===== src/rtl/mem_arbiter.sv =====
// Two-port line arbiter: shares one memory port between the I-cache and D-cache,
// serving one transaction at a time with alternating priority on ties.
module mem_arbiter #(
    parameter int ADDR_W = 28,
    parameter int LINE_W = 128
) (
    input  logic              clk,
    input  logic              proc_reset,
    input  logic              ic_read,
    input  logic              ic_write,
    input  logic [ADDR_W-1:0] ic_addr,
    input  logic [LINE_W-1:0] ic_wdata,
    output logic [LINE_W-1:0] ic_rdata,
    output logic              ic_ready,
    input  logic              dc_read,
    input  logic              dc_write,
    input  logic [ADDR_W-1:0] dc_addr,
    input  logic [LINE_W-1:0] dc_wdata,
    output logic [LINE_W-1:0] dc_rdata,
    output logic              dc_ready,
    output logic              mem_read,
    output logic              mem_write,
    output logic [ADDR_W-1:0] mem_addr,
    output logic [LINE_W-1:0] mem_wdata,
    input  logic [LINE_W-1:0] mem_rdata,
    input  logic              mem_ready
);

    typedef enum logic [1:0] {
        IDLE  = 2'd0,
        GRANT = 2'd1,
        RESP  = 2'd2
    } state_t;

    state_t              state_r;
    state_t              state_next_s;

    logic                last_dc_r;     // 1: D-cache was served last
    logic                cur_dc_r;      // owner of the transaction in flight
    logic                mem_read_r;
    logic                mem_write_r;
    logic [ADDR_W-1:0]   mem_addr_r;
    logic [LINE_W-1:0]   mem_wdata_r;
    logic [LINE_W-1:0]   ic_rdata_r;
    logic [LINE_W-1:0]   dc_rdata_r;
    logic                ic_ready_r;
    logic                dc_ready_r;

    logic                ic_req_s;
    logic                dc_req_s;
    logic                grant_dc_s;
    logic                grant_write_s;
    logic [ADDR_W-1:0]   grant_addr_s;
    logic [LINE_W-1:0]   grant_wdata_s;

    // Winner selection and request mux; a tie goes to the cache not served last.
    always_comb begin
        ic_req_s      = ic_read | ic_write;
        dc_req_s      = dc_read | dc_write;
        grant_dc_s    = 1'b0;
        grant_write_s = 1'b0;
        grant_addr_s  = {ADDR_W{1'b0}};
        grant_wdata_s = {LINE_W{1'b0}};
        if (dc_req_s && (!ic_req_s || !last_dc_r)) begin
            grant_dc_s = 1'b1;
        end else begin
            grant_dc_s = 1'b0;
        end
        if (grant_dc_s) begin
            grant_write_s = dc_write;
            grant_addr_s  = dc_addr;
            grant_wdata_s = dc_wdata;
        end else begin
            grant_write_s = ic_write;
            grant_addr_s  = ic_addr;
            grant_wdata_s = ic_wdata;
        end
    end

    // Next-state logic.
    always_comb begin
        state_next_s = state_r;
        case (state_r)
            IDLE: begin
                if (ic_req_s || dc_req_s) begin
                    state_next_s = GRANT;
                end else begin
                    state_next_s = IDLE;
                end
            end
            GRANT: begin
                if (mem_ready) begin
                    state_next_s = RESP;
                end else begin
                    state_next_s = GRANT;
                end
            end
            RESP:    state_next_s = IDLE;
            default: state_next_s = IDLE;
        endcase
    end

    // State register.
    always_ff @(posedge clk) begin
        if (proc_reset) begin
            state_r <= IDLE;
        end else begin
            state_r <= state_next_s;
        end
    end

    // Request latching, memory strobes, read-data capture and ready pulses.
    always_ff @(posedge clk) begin
        if (proc_reset) begin
            last_dc_r   <= 1'b1;
            cur_dc_r    <= 1'b0;
            mem_read_r  <= 1'b0;
            mem_write_r <= 1'b0;
            mem_addr_r  <= {ADDR_W{1'b0}};
            mem_wdata_r <= {LINE_W{1'b0}};
            ic_rdata_r  <= {LINE_W{1'b0}};
            dc_rdata_r  <= {LINE_W{1'b0}};
            ic_ready_r  <= 1'b0;
            dc_ready_r  <= 1'b0;
        end else begin
            ic_ready_r <= 1'b0;
            dc_ready_r <= 1'b0;
            case (state_r)
                IDLE: begin
                    if (ic_req_s || dc_req_s) begin
                        cur_dc_r    <= grant_dc_s;
                        mem_addr_r  <= grant_addr_s;
                        mem_wdata_r <= grant_wdata_s;
                        mem_write_r <= grant_write_s;
                        mem_read_r  <= ~grant_write_s;
                    end
                end
                GRANT: begin
                    if (mem_ready) begin
                        mem_read_r  <= 1'b0;
                        mem_write_r <= 1'b0;
                        last_dc_r   <= cur_dc_r;
                        if (cur_dc_r) begin
                            dc_ready_r <= 1'b1;
                            if (mem_read_r) begin
                                dc_rdata_r <= mem_rdata;
                            end
                        end else begin
                            ic_ready_r <= 1'b1;
                            if (mem_read_r) begin
                                ic_rdata_r <= mem_rdata;
                            end
                        end
                    end
                end
                RESP: begin
                    mem_read_r  <= 1'b0;
                    mem_write_r <= 1'b0;
                end
                default: begin
                    mem_read_r  <= 1'b0;
                    mem_write_r <= 1'b0;
                end
            endcase
        end
    end

    assign ic_rdata  = ic_rdata_r;
    assign dc_rdata  = dc_rdata_r;
    assign ic_ready  = ic_ready_r;
    assign dc_ready  = dc_ready_r;
    assign mem_read  = mem_read_r;
    assign mem_write = mem_write_r;
    assign mem_addr  = mem_addr_r;
    assign mem_wdata = mem_wdata_r;

endmodule

===== config.mk =====
export PLATFORM = sky130hd
export DESIGN_NAME = mem_arbiter
export DESIGN_NICKNAME = d
export VERILOG_FILES = /design/src/rtl/mem_arbiter.sv
export SDC_FILE = /design/constraint.sdc
export NUM_CORES = 1
export LEC_CHECK = 0
export BUFFER_PORTS_ARGS = -buffer_cell sky130_fd_sc_hd__clkbuf_2
export CORE_AREA = 2 2 339 341
export CTS_BUF_LIST = sky130_fd_sc_hd__clkbuf_2
export DETAILED_ROUTE_END_ITERATION = 10
export DIE_AREA = 0 0 341 343
export HOLD_SLACK_MARGIN = 0.06
export PLACE_DENSITY = 0.32
export SLEW_MARGIN = 10
export SYNTH_ARGS = -nofsm -noshare
export SYNTH_HDL_FRONTEND = slang
export SYNTH_SLANG_ARGS = --single-unit

===== constraint.sdc =====
create_clock -name clk -period 1.7 [get_ports clk]
set_input_delay 0.255 -clock clk [delete_from_list [all_inputs] [get_ports clk]]
set_output_delay 0.255 -clock clk [all_outputs]
set_load 0.03 [all_outputs]

==> flow_metrics.py, run 1 <==
metrics = {
    "outcome": {
        "status": "did not finish",
        "stop_stage": "clock tree synthesis (4_1_cts)",
        "error_line": "[ERROR RSZ-0060] Max buffer count reached.",
    },
    "yosys": {
        "ys_seq_area_frac": 0.461,
        "yosys.area.top_type": "dfxtp_1",
        "yosys_warnings": 0,
        "synthAdderAreaFrac": 0,
        "syn_area_um2": 18300,
        "syn_nets": 2374,
        "synth-async-reset-ratio": 0,
        "synth_simple_gate_area_frac": 0.182,
        "synth_top_area_share": 0.461,
        "ys_top_cells_by_area": "dfxtp_1, mux2i_1, nand2b_1",
        "yosys-mux-area-fraction": 0.140,
        "ys_seq_elements": 420,
        "synth_cell_types": 33,
        "yosys.area_share.xor_xnor": 0,
        "syn_inst": 1927,
        "synth_top_family_by_area": "simple AND/OR/NAND/NOR gates",
        "synth.avg_cell_area_um2": 9.47,
        "synth_flop_cell": "dfxtp_1",
        "synthTopCellsByCount": "dfxtp_1, nand2b_1, mux2i_1",
        "synth_edf_count": 0,
        "synth_compound_area_frac": 0.165,
        "synth_most_common_cell": "dfxtp_1",
    },
    "clocking": {
        "cts_hold_buf": 912,
        "postCtsSetupRepairBufs": 124,
        "cts_made_buffers": 133,
        "cts_max_path_buffers": 3,
        "cts_root_buffer": "clkbuf_2",
        "clock-sinks": 420,
        "ctsResizeCount": 1303,
        "htree_levels": 4,
    },
    "placed_design": {
        "gp_congestion": 0.844,
        "dp_hpwl_um": 71800,
        "place_area_um2": 25000,
        "io_buffers": 862,
        "dp.cells": 4218,
    },
    "floorplan": {
        "rows": 124,
        "die_w_um": 341,
        "io_pins": 863,
        "start_util": 0.161,
        "fp.dieH_um": 343,
    },
}
## kinds of logic after synthesis
family / count (synthesis)
compound gates: 479
mux: 256
buf+inv: 210
simple gates: 562
flops: 420
## metrics by stage
step | setup TNS, ns | setup slack [ns]
floorplan | 0 | 0.187
global placement | -1.71 | -0.128
detailed placement | -3.56 | -0.162
==> run 2: changes to the inputs <==
CORE_AREA = 2 2 334 336   (was 2 2 339 341)
CTS_BUF_LIST = not set   (was sky130_fd_sc_hd__clkbuf_2)
DIE_AREA = 0 0 336 338   (was 0 0 341 343)
HOLD_SLACK_MARGIN = not set   (was 0.06)
PLACE_DENSITY = not set   (was 0.32)
PLACE_DENSITY_LB_ADDON = 0.15   (was not set)
==> run 2 against run 1 <==
The flow now finishes without violations; area after synthesis is the same; synthesized cell count stayed put.
==> flow_metrics.py, run 2 <==
metrics = {
    "outcome": {
        "status": "finished, final reports clean",
    },
    "sta": {
        "finalWorstSetupSlack_ns": 0.0355,
        "fmax_ghz": 0.601,
        "slew_headroom": 0.730,
        "fin_crit_sh": 0.979,
        "whs_ns": 0.125,
        "finalSetupViolCount": 0,
        "worst_slew_pin_slew_ns": 0.407,
        "min_period_ns": 1.66,
        "hold_violations": 0,
        "fin_skew_ns": 0.0276,
        "finalMaxSlewViolations": 0,
    },
    "power_and_ir_drop": {
        "peakVddDrop_mv": 0.675,
        "p_leak_nw": 13.9,
        "power.total_mw": 29.0,
        "p_per_area_nw_per_um2": 920,
    },
    "yosys": {
        "yosys.area_share.xor_xnor": 0,
        "yosys_warnings": 0,
        "synth_top_family_by_area": "simple AND/OR/NAND/NOR gates",
        "synth_compound_area_frac": 0.165,
        "synth_edf_count": 0,
        "ys_seq_elements": 420,
        "syn_inst": 1927,
        "yosys.area.top_type": "dfxtp_1",
        "synth_top_area_share": 0.461,
        "yosys-mux-area-fraction": 0.140,
        "synth_simple_gate_area_frac": 0.182,
        "ys_top_cells_by_area": "dfxtp_1, mux2i_1, nand2b_1",
        "synth_most_common_cell": "dfxtp_1",
        "syn_area_um2": 18300,
        "synthTopCellsByCount": "dfxtp_1, nand2b_1, mux2i_1",
        "synthAdderAreaFrac": 0,
        "synth.avg_cell_area_um2": 9.47,
        "synth-async-reset-ratio": 0,
        "syn_nets": 2374,
        "ys_seq_area_frac": 0.461,
        "synth_flop_cell": "dfxtp_1",
        "synth_cell_types": 33,
    },
    "worst_setup_path": {
        "crit_required_ns": 1.44,
        "cp.buffers_inverters": 1,
        "reg2reg_slack_ns": 0.06,
        "r2r-end": "mem_wdata[48]",
        "reg2reg_depth": 6,
        "cp_slowest_stage_delay_ns": 0.50,
        "path_class": "reg2out",
        "cpLargestDelayFamily": "flip-flops",
        "start_kind": "flip-flop",
        "end_kind": "output pin",
        "worst_ep_arrival_time_ns": 1.41,
        "worstPathMaxFanout": 2,
        "r2r-start": "last_dc_r",
        "path_cells": "clkbuf_4",
        "slowest_stage": "dfxtp_1",
    },
    "routing": {
        "routed_wl_um": 91600,
        "vias_per_cell": 4.12,
        "ant_nets": 0,
        "drcViolationCount": 0,
        "dr_total_vias": 19600,
        "initialDrtViolationCount": 779,
        "routedWlPerCell_um": 19.3,
        "firstDrtPassIters": 4,
    },
    "placed_design": {
        "io_buffers": 862,
        "dpl_worst_slack_ns": -0.0480,
        "dp_hpwl_um": 68800,
        "gp_congestion": 0.803,
    },
    "global_routing": {
        "grt_pass1_wl_um": 130000,
        "globalRouteOverflowTotal": 0,
        "grt_max_degree": 78,
        "antenna_found_initial": 2,
        "first_global_vias": 20000,
        "grt_usage": 0.151,
    },
    "floorplan": {
        "coreArea_um2": 110000,
        "rows": 122,
        "io_pins": 863,
        "fp.dieH_um": 338,
        "start_util": 0.166,
        "dieArea_um2": 114000,
        "die_w_um": 336,
    },
    "clocking": {
        "clock-sinks": 420,
        "cts_root_buffer": "clkbuf_16",
        "cts_max_path_buffers": 3,
        "clk_latency_ns": 0.64,
        "htree_levels": 2,
        "cts_made_buffers": 54,
        "clk_pin_slew_ns": 0.06,
        "cts_tree": "built",
    },
    "final_layout": {
        "synthToLayoutAreaGrowth_pct": 72.5,
        "mostFrequentLayoutCell": "clkbuf_2",
        "fillers": 11800,
        "final_cell_mix": "clkbuf_2, dlygate4sd3_1, dfxtp_1",
        "nets": 3658,
        "drive_above_1_share": 0.339,
    },
    "worst_hold_path": {
        "worstHoldStart": "proc_reset",
        "hp-class": "in2reg",
        "worstHoldEndpoint": "ic_rdata[15]",
        "min_path_cells": 3,
    },
    "flow_run": {
        "max-cap-violations": 0,
    },
}
-- run 2: report_power, final --
part,internal (mW),switching [mW]
logic,2.56,3.54
registers,10.4,0.380
clock network,7.18,4.93
total,20.1,8.86
-- run 2: area by class of cell --
| cell class | count | area, um^2 | area share |
|---|---|---|---|
| antenna | 3 | 7.51 | 0.000238 |
| tap | 1488 | 1860 | 0.0591 |
| clock buffer | 83 | 1660 | 0.0527 |
| sequential | 420 | 8410 | 0.267 |
| clock inverter | 17 | 210 | 0.00667 |
| multi-input combinational | 1297 | 8940 | 0.284 |
| timing repair buffer | 1438 | 10400 | 0.330 |
-- run 2: how the worst max path moves through the flow --
stage             startpoint             end  slack [ns]  cells after the start
2_1_floorplan        ic_read  mem_wdata[100]        0.19                      6
4_1_cts        mem_wdata[54]   mem_wdata[54]       0.008                      1
5_1_grt           state_r[1]    ic_rdata[71]       -0.05                      6
3_5_place_dp         ic_read   mem_wdata[48]       -0.05                      7
3_3_place_gp         ic_read   mem_wdata[48]       -0.01                      7
6_report       mem_wdata[54]   mem_wdata[54]        0.04                      1
-- run 2: routing by layer --
| layer | GRT usage | routed length (um) | vias up |
|---|---|---|---|
| met1 | 0.185 | 39100 | 9178 |
| met2 | 0.245 | 41700 | 740 |
| met5 | 0 | 0 | - |
| li1 | - | - | 9515 |
| met3 | 0.0423 | 6520 | 142 |
| met4 | 0.0681 | 4280 | 0 |
-- run 2: timing repair --
action,in CTS,in global routing
hold buffers,441,0
pin swaps,0,1
setup buffers,0,7
hold endpoints to repair,413,0
resized for setup,3,8
setup endpoints to repair,3,41
cloned,0,1
-- run 2: through the flow --
stage,TNS (ns),area [um^2],cells,util
after detailed placement,-0.146,25100,4194,0.228
after global routing,-0.671,31500,4745,0.286
final,0,31500,4746,0.286
after global placement,-0.0114,25100,4194,0.228
after CTS,0,31400,4735,0.285
after floorplan,0,18300,1927,-
-- run 2: kinds of logic (layout without fill, tap and decap cells) --
group / count (synthesis) / after routing
compound gates: 479 / 479
flops: 420 / 420
buf+inv: 210 / 1538
mux: 256 / 256
simple gates: 562 / 562
other cells: 0 / 3
(Power assumes the default switching activity.)
==> run 3: changes to the inputs <==
CTS_CLUSTER_DIAMETER = 200   (was not set)
SETUP_SLACK_MARGIN = 0.5   (was not set)
==> run 3 against run 2 <==
Critical path depth grew 5; routed wire length up 12%; critical path type is now reg2reg; cell area up 11%; global-route usage rose by 1.2 points; setup slack improved by 0.082 ns; cell count rose by 2.6%.
==> flow_metrics.py, run 3 (synthesis gave the netlist of run 2 again) <==
metrics = {
    "power_and_ir_drop": {
        "p_seq_frac": 0.355,
        "p_sw_frac": 0.306,
        "intPower_mw": 21.2,
        "pwr-share-clk": 0.383,
        "p_sw_mw": 9.37,
        "power.share.combinational": 0.262,
        "p_per_area_nw_per_um2": 873,
        "peakVddDrop_mv": 0.673,
        "power.total_mw": 30.6,
        "p_leak_nw": 15.3,
    },
    "floorplan": {
        "io_pins": 863,
        "start_util": 0.166,
        "fp.dieH_um": 338,
        "dieArea_um2": 114000,
        "coreArea_um2": 110000,
        "die_w_um": 336,
        "rows": 122,
    },
    "worst_setup_path": {
        "cp.buffers_inverters": 3,
        "reg2reg_depth": 6,
        "r2r-end": "ic_rdata[123]",
        "r2r-start": "state_r[1]",
        "end_kind": "flip-flop",
        "reg2reg_slack_ns": 0.12,
        "start_kind": "flip-flop",
        "worst_ep_arrival_time_ns": 2.12,
        "critPathCapture": "ic_rdata[123]",
        "path_cells": "nand3b_1 -> nor3b_4 -> buf_12 -> buf_16 -> buf_12 -> mux2i_1",
        "path_class": "reg2reg",
        "cpLargestDelayFamily": "buffers and inverters",
        "worst_path_most_repeated_cell": "buf_12",
        "crit_required_ns": 2.24,
        "worstPathMaxFanout": 11,
        "startpoint": "state_r[1]",
        "slowest_stage": "dfxtp_2",
        "path_depth": 6,
        "cp_slowest_stage_delay_ns": 0.34,
    },
    "sta": {
        "finalSetupViolCount": 0,
        "finalWorstSetupSlack_ns": 0.118,
        "whs_ns": 0.0482,
        "worst_slew_pin_slew_ns": 0.421,
        "rsz0062_at_grt": "true",
        "fin_skew_ns": 0.0327,
        "slew_headroom": 0.716,
        "fin_crit_sh": 0.931,
        "min_period_ns": 1.58,
        "fin_tns_setup_ns": 0,
        "finalMaxSlewViolations": 0,
        "hold_violations": 0,
        "fmax_ghz": 0.632,
    },
    "final_layout": {
        "utilization": 0.318,
        "fillers": 11500,
        "nets": 3779,
        "drive_above_1_share": 0.396,
        "synthToLayoutAreaGrowth_pct": 91.9,
        "mostFrequentLayoutCell": "clkbuf_2",
        "final_cell_mix": "clkbuf_2, dlygate4sd3_1, nand2b_1",
    },
    "global_routing": {
        "use_met3": 0.0447,
        "grt_max_degree": 71,
        "antenna_found_initial": 7,
        "grt-busiest-layer": "met2",
        "globalRouteOverflowTotal": 0,
        "grt_usage": 0.163,
        "use_met1": 0.193,
        "grt_pass1_wl_um": 140000,
        "first_global_vias": 20800,
        "grtUsageMet2": 0.283,
    },
    "routing": {
        "firstDrtPassIters": 5,
        "drcViolationCount": 0,
        "routed_wl_um": 103000,
        "initialDrtViolationCount": 881,
        "ant_nets": 0,
        "routedWlPerCell_um": 21.1,
        "vias_per_cell": 4.24,
        "dr_total_vias": 20700,
    },
    "clocking": {
        "cts_tree": "built",
        "cts_max_path_buffers": 3,
        "cts_made_buffers": 53,
        "clk_pin_slew_ns": 0.06,
        "htree_levels": 2,
        "clock-sinks": 420,
        "cts_root_buffer": "clkbuf_16",
        "clk_latency_ns": 0.64,
    },
    "worst_hold_path": {
        "hp-class": "in2reg",
    },
    "placed_design": {
        "dp_hpwl_um": 68200,
        "dpl_worst_slack_ns": -0.0330,
        "gp_congestion": 0.803,
        "io_buffers": 862,
    },
    "flow_run": {
        "max-cap-violations": 0,
    },
    "outcome": {
        "status": "finished, final reports clean",
    },
}
## run 3: changes by cell type in the layout (fill, tap and decap cells not counted), moves of 14 or more
cell / change
dfxtp_4: +16
dfxtp_1: -43
dfxtp_2: +27
a21oi_2: +43
a21oi_1: -43
buf_8: +14
buf_16: +44
buf_4: +15
nand3_1: -15
clkbuf_8: +19
buf_6: +15
clkbuf_16: +46
clkbuf_2: -39
## run 3: through the flow
stage                     instance area [um^2]  cells
after detailed placement                 25200   4191
final                                    35000   4870
after global placement                   25200   4191
after global routing                     35000   4868
after floorplan                          18600   1927
after CTS                                33800   4812
## run 3: how the worst min path moves through the flow
| stage | from | to | slack (ns) | cells after the start |
|---|---|---|---|---|
| floorplan | dc_wdata[96] | mem_wdata[96] | 0.43 | 2 |
| global placement | ic_rdata[60] | ic_rdata[60] | 0.46 | 2 |
| detailed placement | ic_rdata[65] | ic_rdata[65] | 0.46 | 2 |
| CTS | ic_addr[5] | mem_addr[5] | 0.001 | 4 |
| global route | ic_wdata[22] | mem_wdata[22] | 0.02 | 3 |
| finish | ic_wdata[22] | mem_wdata[22] | 0.05 | 3 |
## run 3: routing by layer
layer	vias to the layer above	wire, um
li1	9795	-
met1	9845	41600
met2	837	49300
met3	182	7570
met4	2	4050
met5	-	7
## run 3: worst reg2reg max path, delay by kind of cell, from the launching register on
kind	cells	cell delay, ns
flops	1	0.34
buf+inv	3	0.52
simple gates	2	0.45
mux	1	0.21
## run 3: timing repair
action | CTS | global route
hold endpoints to repair | 414 | 0
setup buffers | 56 | 19
gates cloned | 31 | 32
hold buffers | 436 | 0
pin swaps | 31 | 66
endpoints found under the setup margin | 831 | 832
gates resized for setup | 242 | 80
## run 3: final cells by class
class	instances	area, um^2	share of cell area
multi-input combinational	1297	9270	0.265
clock buffer	87	1650	0.0472
tap	1488	1860	0.0532
antenna	7	17.5	0.000500
sequential	420	8510	0.243
timing repair buffer	1560	13600	0.388
clock inverter	11	116	0.00332
## run 3: power by group through the flow
stage	registers [mW]	logic (mW)	clock network, mW
final	10.8	8.01	11.7
after global routing	10.9	8.42	12.5
after CTS	10.8	7.34	12.2
after detailed placement	11.0	5.34	0
after global placement	11.0	5.34	0
after floorplan	11.9	1.90	0
